## config.mk

```make
export PLATFORM = sky130hd
export DESIGN_NAME = poly_control_fsm
export DESIGN_NICKNAME = d
export VERILOG_FILES = /design/src/rtl/poly_ctrl_pkg.sv /design/src/rtl/poly_step_timer.sv /design/src/rtl/poly_control_fsm.sv
export SDC_FILE = /design/constraint.sdc
export NUM_CORES = 1
export LEC_CHECK = 0
export BUFFER_PORTS_ARGS = -buffer_cell sky130_fd_sc_hd__buf_4
export CAP_MARGIN = 20
export CORE_MARGIN = 10
export CORE_UTILIZATION = 53
export DETAILED_ROUTE_END_ITERATION = 12
export GPL_TIMING_DRIVEN = 1
export PLACE_DENSITY = 0.87
export SYNTH_ARGS = -nofsm -noshare
export SYNTH_HDL_FRONTEND = slang
export SYNTH_HIERARCHICAL = 1
export SYNTH_SLANG_ARGS = --single-unit
```

## constraint.sdc

```tcl
create_clock -name clk -period 2.4 [get_ports clk]
set_input_delay 0.48 -clock clk [delete_from_list [all_inputs] [get_ports clk]]
set_output_delay 0.48 -clock clk [all_outputs]
set_load 0.005 [all_outputs]
```

## src/rtl/poly_ctrl_pkg.sv

```systemverilog
// Shared encodings for the polynomial control block: FSM states, datapath mux
// selects, ULA op codes and the per-state control-word decode.
package poly_ctrl_pkg;

    typedef enum logic [2:0] {
        IDLE  = 3'd0,
        LOADX = 3'd1,
        SQ    = 3'd2,
        AX2   = 3'd3,
        BX    = 3'd4,
        SUM   = 3'd5,
        ADDC  = 3'd6,
        DONE  = 3'd7
    } state_t;

    localparam logic [1:0] SEL0_ZERO = 2'b00;
    localparam logic [1:0] SEL0_A    = 2'b01;
    localparam logic [1:0] SEL0_B    = 2'b10;
    localparam logic [1:0] SEL0_C    = 2'b11;

    localparam logic [1:0] SEL1_M0   = 2'b00;
    localparam logic [1:0] SEL1_X    = 2'b01;
    localparam logic [1:0] SEL1_R2   = 2'b10;
    localparam logic [1:0] SEL1_R1   = 2'b11;

    localparam logic [1:0] SEL2_X    = 2'b00;
    localparam logic [1:0] SEL2_M0   = 2'b01;
    localparam logic [1:0] SEL2_R2   = 2'b10;
    localparam logic [1:0] SEL2_R1   = 2'b11;

    localparam logic ULA_ADD = 1'b0;
    localparam logic ULA_MUL = 1'b1;

    typedef struct packed {
        logic [1:0] m0;
        logic [1:0] m1;
        logic [1:0] m2;
        logic       h;
        logic       lx;
        logic       lh;
        logic       ls;
        logic       busy;
        logic       done;
    } ctrl_t;

    function automatic logic is_op_state(input state_t st);
        return (st == SQ) || (st == AX2) || (st == BX) || (st == SUM) || (st == ADDC);
    endfunction

    function automatic logic is_busy_state(input state_t st);
        return is_op_state(st) || (st == LOADX);
    endfunction

    // Control word for a state; 'load' marks the final cycle of a micro-op.
    function automatic ctrl_t ctrl_decode(input state_t st, input logic load);
        ctrl_t c;
        c = '0;
        case (st)
            IDLE: c = '0;
            LOADX: begin
                c.lx   = 1'b1;
                c.busy = 1'b1;
            end
            SQ: begin
                c.m0 = SEL0_ZERO; c.m1 = SEL1_X;  c.m2 = SEL2_X;  c.h = ULA_MUL;
                c.lh = load;      c.busy = 1'b1;
            end
            AX2: begin
                c.m0 = SEL0_A;    c.m1 = SEL1_M0; c.m2 = SEL2_R1; c.h = ULA_MUL;
                c.lh = load;      c.busy = 1'b1;
            end
            BX: begin
                c.m0 = SEL0_B;    c.m1 = SEL1_M0; c.m2 = SEL2_X;  c.h = ULA_MUL;
                c.ls = load;      c.busy = 1'b1;
            end
            SUM: begin
                c.m0 = SEL0_ZERO; c.m1 = SEL1_R2; c.m2 = SEL2_R1; c.h = ULA_ADD;
                c.lh = load;      c.busy = 1'b1;
            end
            ADDC: begin
                c.m0 = SEL0_C;    c.m1 = SEL1_M0; c.m2 = SEL2_R1; c.h = ULA_ADD;
                c.ls = load;      c.busy = 1'b1;
            end
            DONE: c.done = 1'b1;
            default: c = '0;
        endcase
        return c;
    endfunction

endpackage

```

## src/rtl/poly_step_timer.sv

```systemverilog
// Micro-op hold counter: counts up while enabled, clears on request, and flags
// the terminal count (counter == HOLD).
module poly_step_timer #(
    parameter int unsigned HOLD = 2
) (
    input  logic       clk,
    input  logic       rst,
    input  logic       i_clr,
    input  logic       i_en,
    output logic [3:0] o_cnt,
    output logic       o_tc
);

    localparam logic [3:0] HOLD_C = 4'(HOLD);

    logic [3:0] r_cnt;

    // Hold counter register; clear has priority over counting.
    always_ff @(posedge clk or negedge rst) begin
        if (!rst) begin
            r_cnt <= 4'd0;
        end else if (i_clr) begin
            r_cnt <= 4'd0;
        end else if (i_en) begin
            r_cnt <= r_cnt + 4'd1;
        end else begin
            r_cnt <= r_cnt;
        end
    end

    assign o_cnt = r_cnt;
    assign o_tc  = (r_cnt == HOLD_C);

endmodule

```

## src/rtl/poly_control_fsm.sv

```systemverilog
// Control FSM sequencing P = A*x^2 + B*x + C on the polynomial datapath.
// Optional abort handshake is built when POLY_CTRL_ABORT_EN is defined.
module poly_control_fsm
    import poly_ctrl_pkg::*;
#(
    parameter int unsigned HOLD = 2
) (
    input  logic       clk,
    input  logic       rst,
    input  logic       start,
`ifdef POLY_CTRL_ABORT_EN
    input  logic       abort,
    output logic       abort_ack,
`endif
    output logic [1:0] M0,
    output logic [1:0] M1,
    output logic [1:0] M2,
    output logic       H,
    output logic       LX,
    output logic       LH,
    output logic       LS,
    output logic       busy,
    output logic       done
);

    if ((HOLD < 32'd1) || (HOLD > 32'd15)) begin : g_bad_hold
        $error("poly_control_fsm: HOLD must be within 1..15");
    end

    localparam logic [4:0] HOLD5 = 5'(HOLD);

    state_t     r_state;
    state_t     w_state_nxt;
    ctrl_t      r_ctrl;
    logic       w_load_nxt;
    logic [3:0] w_cnt;
    logic       w_tc;
    logic       w_clr;
    logic       w_load_due;
`ifdef POLY_CTRL_ABORT_EN
    logic       r_ack;
    logic       w_ack_nxt;
`endif

    poly_step_timer #(.HOLD(HOLD)) u_timer (
        .clk   (clk),
        .rst   (rst),
        .i_clr (w_clr),
        .i_en  (1'b1),
        .o_cnt (w_cnt),
        .o_tc  (w_tc)
    );

    // The load is registered one cycle early: it goes high when the counter reaches HOLD.
    assign w_load_due = (({1'b0, w_cnt} + 5'd1) == HOLD5);
    assign w_clr      = !(is_op_state(r_state) && (w_state_nxt == r_state));

    // Next-state and next-load selection.
    always_comb begin
        w_state_nxt = r_state;
        w_load_nxt  = 1'b0;
        case (r_state)
            IDLE: begin
                if (start) w_state_nxt = LOADX;
                else       w_state_nxt = IDLE;
            end
            LOADX: w_state_nxt = SQ;
            SQ: begin
                if (w_tc) w_state_nxt = AX2;
                else      w_load_nxt  = w_load_due;
            end
            AX2: begin
                if (w_tc) w_state_nxt = BX;
                else      w_load_nxt  = w_load_due;
            end
            BX: begin
                if (w_tc) w_state_nxt = SUM;
                else      w_load_nxt  = w_load_due;
            end
            SUM: begin
                if (w_tc) w_state_nxt = ADDC;
                else      w_load_nxt  = w_load_due;
            end
            ADDC: begin
                if (w_tc) w_state_nxt = DONE;
                else      w_load_nxt  = w_load_due;
            end
            DONE: w_state_nxt = IDLE;
            default: w_state_nxt = IDLE;
        endcase
`ifdef POLY_CTRL_ABORT_EN
        w_ack_nxt = 1'b0;
        if (abort && is_busy_state(r_state)) begin
            w_state_nxt = IDLE;
            w_load_nxt  = 1'b0;
            w_ack_nxt   = 1'b1;
        end else begin
            w_ack_nxt   = 1'b0;
        end
`endif
    end

    // State and registered control word.
    always_ff @(posedge clk or negedge rst) begin
        if (!rst) begin
            r_state <= IDLE;
            r_ctrl  <= '0;
`ifdef POLY_CTRL_ABORT_EN
            r_ack   <= 1'b0;
`endif
        end else begin
            r_state <= w_state_nxt;
            r_ctrl  <= ctrl_decode(w_state_nxt, w_load_nxt);
`ifdef POLY_CTRL_ABORT_EN
            r_ack   <= w_ack_nxt;
`endif
        end
    end

    assign M0   = r_ctrl.m0;
    assign M1   = r_ctrl.m1;
    assign M2   = r_ctrl.m2;
    assign H    = r_ctrl.h;
    assign LX   = r_ctrl.lx;
    assign LH   = r_ctrl.lh;
    assign LS   = r_ctrl.ls;
    assign busy = r_ctrl.busy;
    assign done = r_ctrl.done;
`ifdef POLY_CTRL_ABORT_EN
    assign abort_ack = r_ack;
`endif

endmodule
```

==> summary.md <==
| Metric | Value |
|---|---|
| Share of cells above drive strength 1 | `0.250` |
| Clock tree buffer depth | `2` |
| I/O pins | `15` |
| Initial antenna violation count | `0` |
| Mapped Cells | `82` |
| Slew Limit Fails | `0` |
| DRC | `0` |
| Fin util | `0.663` |
| WHS | `between 0.02 and 0.03 ns` |
| Clk root buf | `clkbuf_4` |
| Setup Skew | `0.00662 ns` |
| Max-cap violations | `0` |
| RSZ-0062 raised after global routing | `no` |
| Sw Ratio | `0.368` |
| Mean area per synthesized cell | `10.7 µm²` |
| PostCTS Resize Cnt | `0` |
| VDD IR-drop max | `0.647 mV` |
| GPL Wtd Cong | `roughly 0.8` |
| Avg WL per Cell | `roughly 13 µm` |
| Net Switching | `between 400 and 500 µW` |
| Total Negative Setup Slacks | `0 ns` |
| Final Critical Period | `roughly 2.0 ns` |
| Worst Path Max Fanout | `12` |
| Status | `complete, no violations` |
| Worst Setup End Kind | `flop` |
| Cell taking the most area after synthesis | `dfrtp_1` |
| Layout Cells excl Fill | `116` |
| Die width | `roughly 61 µm` |
| Total grt overflow | `0` |
| Total CTS buffers | `3` |
| Initial DRC count | `14` |
| Top cell type's share of synthesized area | `0.511` |
| Fill cells | `between 100 and 150` |
| P_int | `approximately 750 µW` |
| Max incr delay on CP | `0.44 ns` |
| Initial Util | `0.571` |
| Seq pwr share | `0.436` |
| Vias in the first global route | `562` |
| Die area | `3690 µm²` |
| Synth cell types | `37` |
| Logic gate share of total power | `0.443` |
| Worst hold path class | `in -> async` |
| CP Launch Type | `flop` |
| Register-to-Register Path Depth | `8` |
| GRT Util Overall | `0.0867` |
| Clock Sinks | `18` |
| Worst EP required | `2.61 ns` |
| Fin nets | `~110` |
| Setup violations, final | `0` |
| CTS tree | `built` |
| Slew @ Worst Pin | `0.534 ns` |
| Fin crit share | `0.839` |
| Vias per cell | `between 5 and 6` |
| Hold_buf cts | `0` |
| Postcts setup bufs | `0` |
| IO buf count | `14` |
| FF+latch count, synth | `18` |
| YS warnings | `6` |
| First-pass DRT Iterations | `4` |
| Worst endpoint data arrival time | `around 2.2 ns` |
| Row count | `14` |
| Global-route wire length before repair | `2450 µm` |
| Die Ht | `between 60 and 70 µm` |
| Via count | `between 600 and 700` |
| Leakage | `0.496 nW` |
| Clock latency on the worst-skew pair | `0.29 ns` |
| Setup CP Type | `reg -> reg` |
| Detailed placer's ending HPWL | `around 1200 µm` |
| Cell area after synthesis | `881 µm²` |
| Largest net degree at the start of global routing | `19` |
| Slew headroom | `0.641` |
| Core area | `1540 µm²` |
| # placed instances | `113` |
| Most frequent cells in the layout | `dfrtp_1, buf_4, nor2_1, conb_1` |
| Commonest non-fill, non-tap cell in the layout | `dfrtp_1` |
| Ranking of synthesized cells by area | `dfrtp_1, mux2i_1, ha_1` |
| N_diodes | `0` |
| Clock transition at the registers of the reported paths | `0.09 ns` |
| Worst-path cell chain | `inv_1 -> ha_1 -> nor3b_1 -> buf_4 -> or2b_1 -> o22ai_1 -> or3b_4 -> nor3b_2` |
| Final WL | `1500 µm` |
| Fmax | `497 MHz` |
| Total power | `1.19 mW` |
| Final ANT Viol Nets | `0` |
| Final Hold Fails | `0` |
| Clock power share | `0.121` |
| PwrDens | `1170 nW/µm²` |
| Area delta synth->final | `16.1%` |
| Slowest CP cell | `dfrtp_1` |
| H-tree Lvls | `1` |
| Sequential share of the synthesized area | `0.511` |
[per-layer routing]
layer / share of wire / track usage
met2: 0.48 / 0.146
met5: 0 / 0
met1: 0.40 / 0.0889
met3: 0.095 / 0.0313
met4: 0.025 / 0.0564
[power by group through the flow]
stage          logic [mW]  registers [mW]  clock network [mW]
6_report            0.528           0.521               0.144
3_3_place_gp        0.517           0.519                   0
5_1_grt             0.589           0.541               0.162
2_1_floorplan       0.425           0.475                   0
4_1_cts             0.539           0.521               0.150
3_5_place_dp        0.536           0.528                   0
[stage by stage]
stage / area (µm²) / setup slack [ns]
6_report: 1020 / 0.386
5_1_grt: 1020 / 0.269
3_5_place_dp: 1000 / 0.433
4_1_cts: 1020 / 0.392
2_1_floorplan: 900 / 0.591
3_3_place_gp: 1000 / 0.535
[flip-flops by register name, indices dropped and copies added, names as in the netlist]
signal / flops
done: 1
r_state: 3
busy: 1
u_timer/o_cnt: 4
LX: 1
H: 1
LH: 1
LS: 1
M1: 2
M2: 1
M0: 2
[cell usage after synthesis]
library cell and number:
nor2b_1 3, buf_2 2, dfrtp_1 18, nor3b_2 1, o22ai_1 1, buf_4 2, nand3b_1 1, conb_1 1
a22o_1 1, and2b_1 1, mux2_4 1, inv_1 1, nor3_1 2, nor3b_1 2, o21ai_0 2, a21bo_2 1
xnor2_1 2, a21oi_1 4, or2_1 2, mux2i_1 3, xor2_1 1, and3_4 1, clkbuf_4 1, or4b_1 1
o21ai_1 2, or2b_1 3, nand4_1 1, nor2_1 6, a31oi_1 1, or3b_4 1, ha_1 2, nand3_1 1
nor2_2 1, nor4_1 2, nand2b_1 2, nand2_1 4, inv_2 1
[worst paths after layout]
kind | startpoint | endpoint | slack [ns]
max | u_timer/o_cnt[0] | M1[0] | 0.39
min reg2reg | u_timer/o_cnt[3] | LS | 0.61
min in group clk | start | busy | 0.45
max in group asynchronous | rst | r_state[1] | 2.18
min | rst | M0[0] | 0.03
max reg2reg | u_timer/o_cnt[0] | M1[0] | 0.39
[logic make-up (layout without fill, tap and decap cells)]
kind of cell / Yosys count / after routing / synth area share
flops: 18 / 18 / 0.511
other cells: 1 / 6 / 0.00426
xor+xnor: 3 / 3 / 0.0298
fa+ha+maj: 2 / 2 / 0.0284
compound gates: 12 / 12 / 0.0810
buf+inv: 7 / 20 / 0.0454
mux: 4 / 4 / 0.0511
simple gates: 35 / 35 / 0.249
[worst max-delay path, delay by kind of cell, from the launching register on]
kind,cells,cell delay (ns)
flops,1,0.44
buf+inv,2,0.28
simple gates,4,0.97
compound gates,1,0.11
fa+ha+maj,1,0.13
[layout make-up]
cell class | instances | area (µm²) | share of cell area
timing repair buffer | 15 | 113 | 0.110
inverter | 2 | 7.51 | 0.00734
clock buffer | 3 | 22.5 | 0.0220
multi-input combinational | 62 | 409 | 0.400
tap | 16 | 20.0 | 0.0196
sequential | 18 | 450 | 0.441
Note: power is estimated with default switching activity, not from simulation.
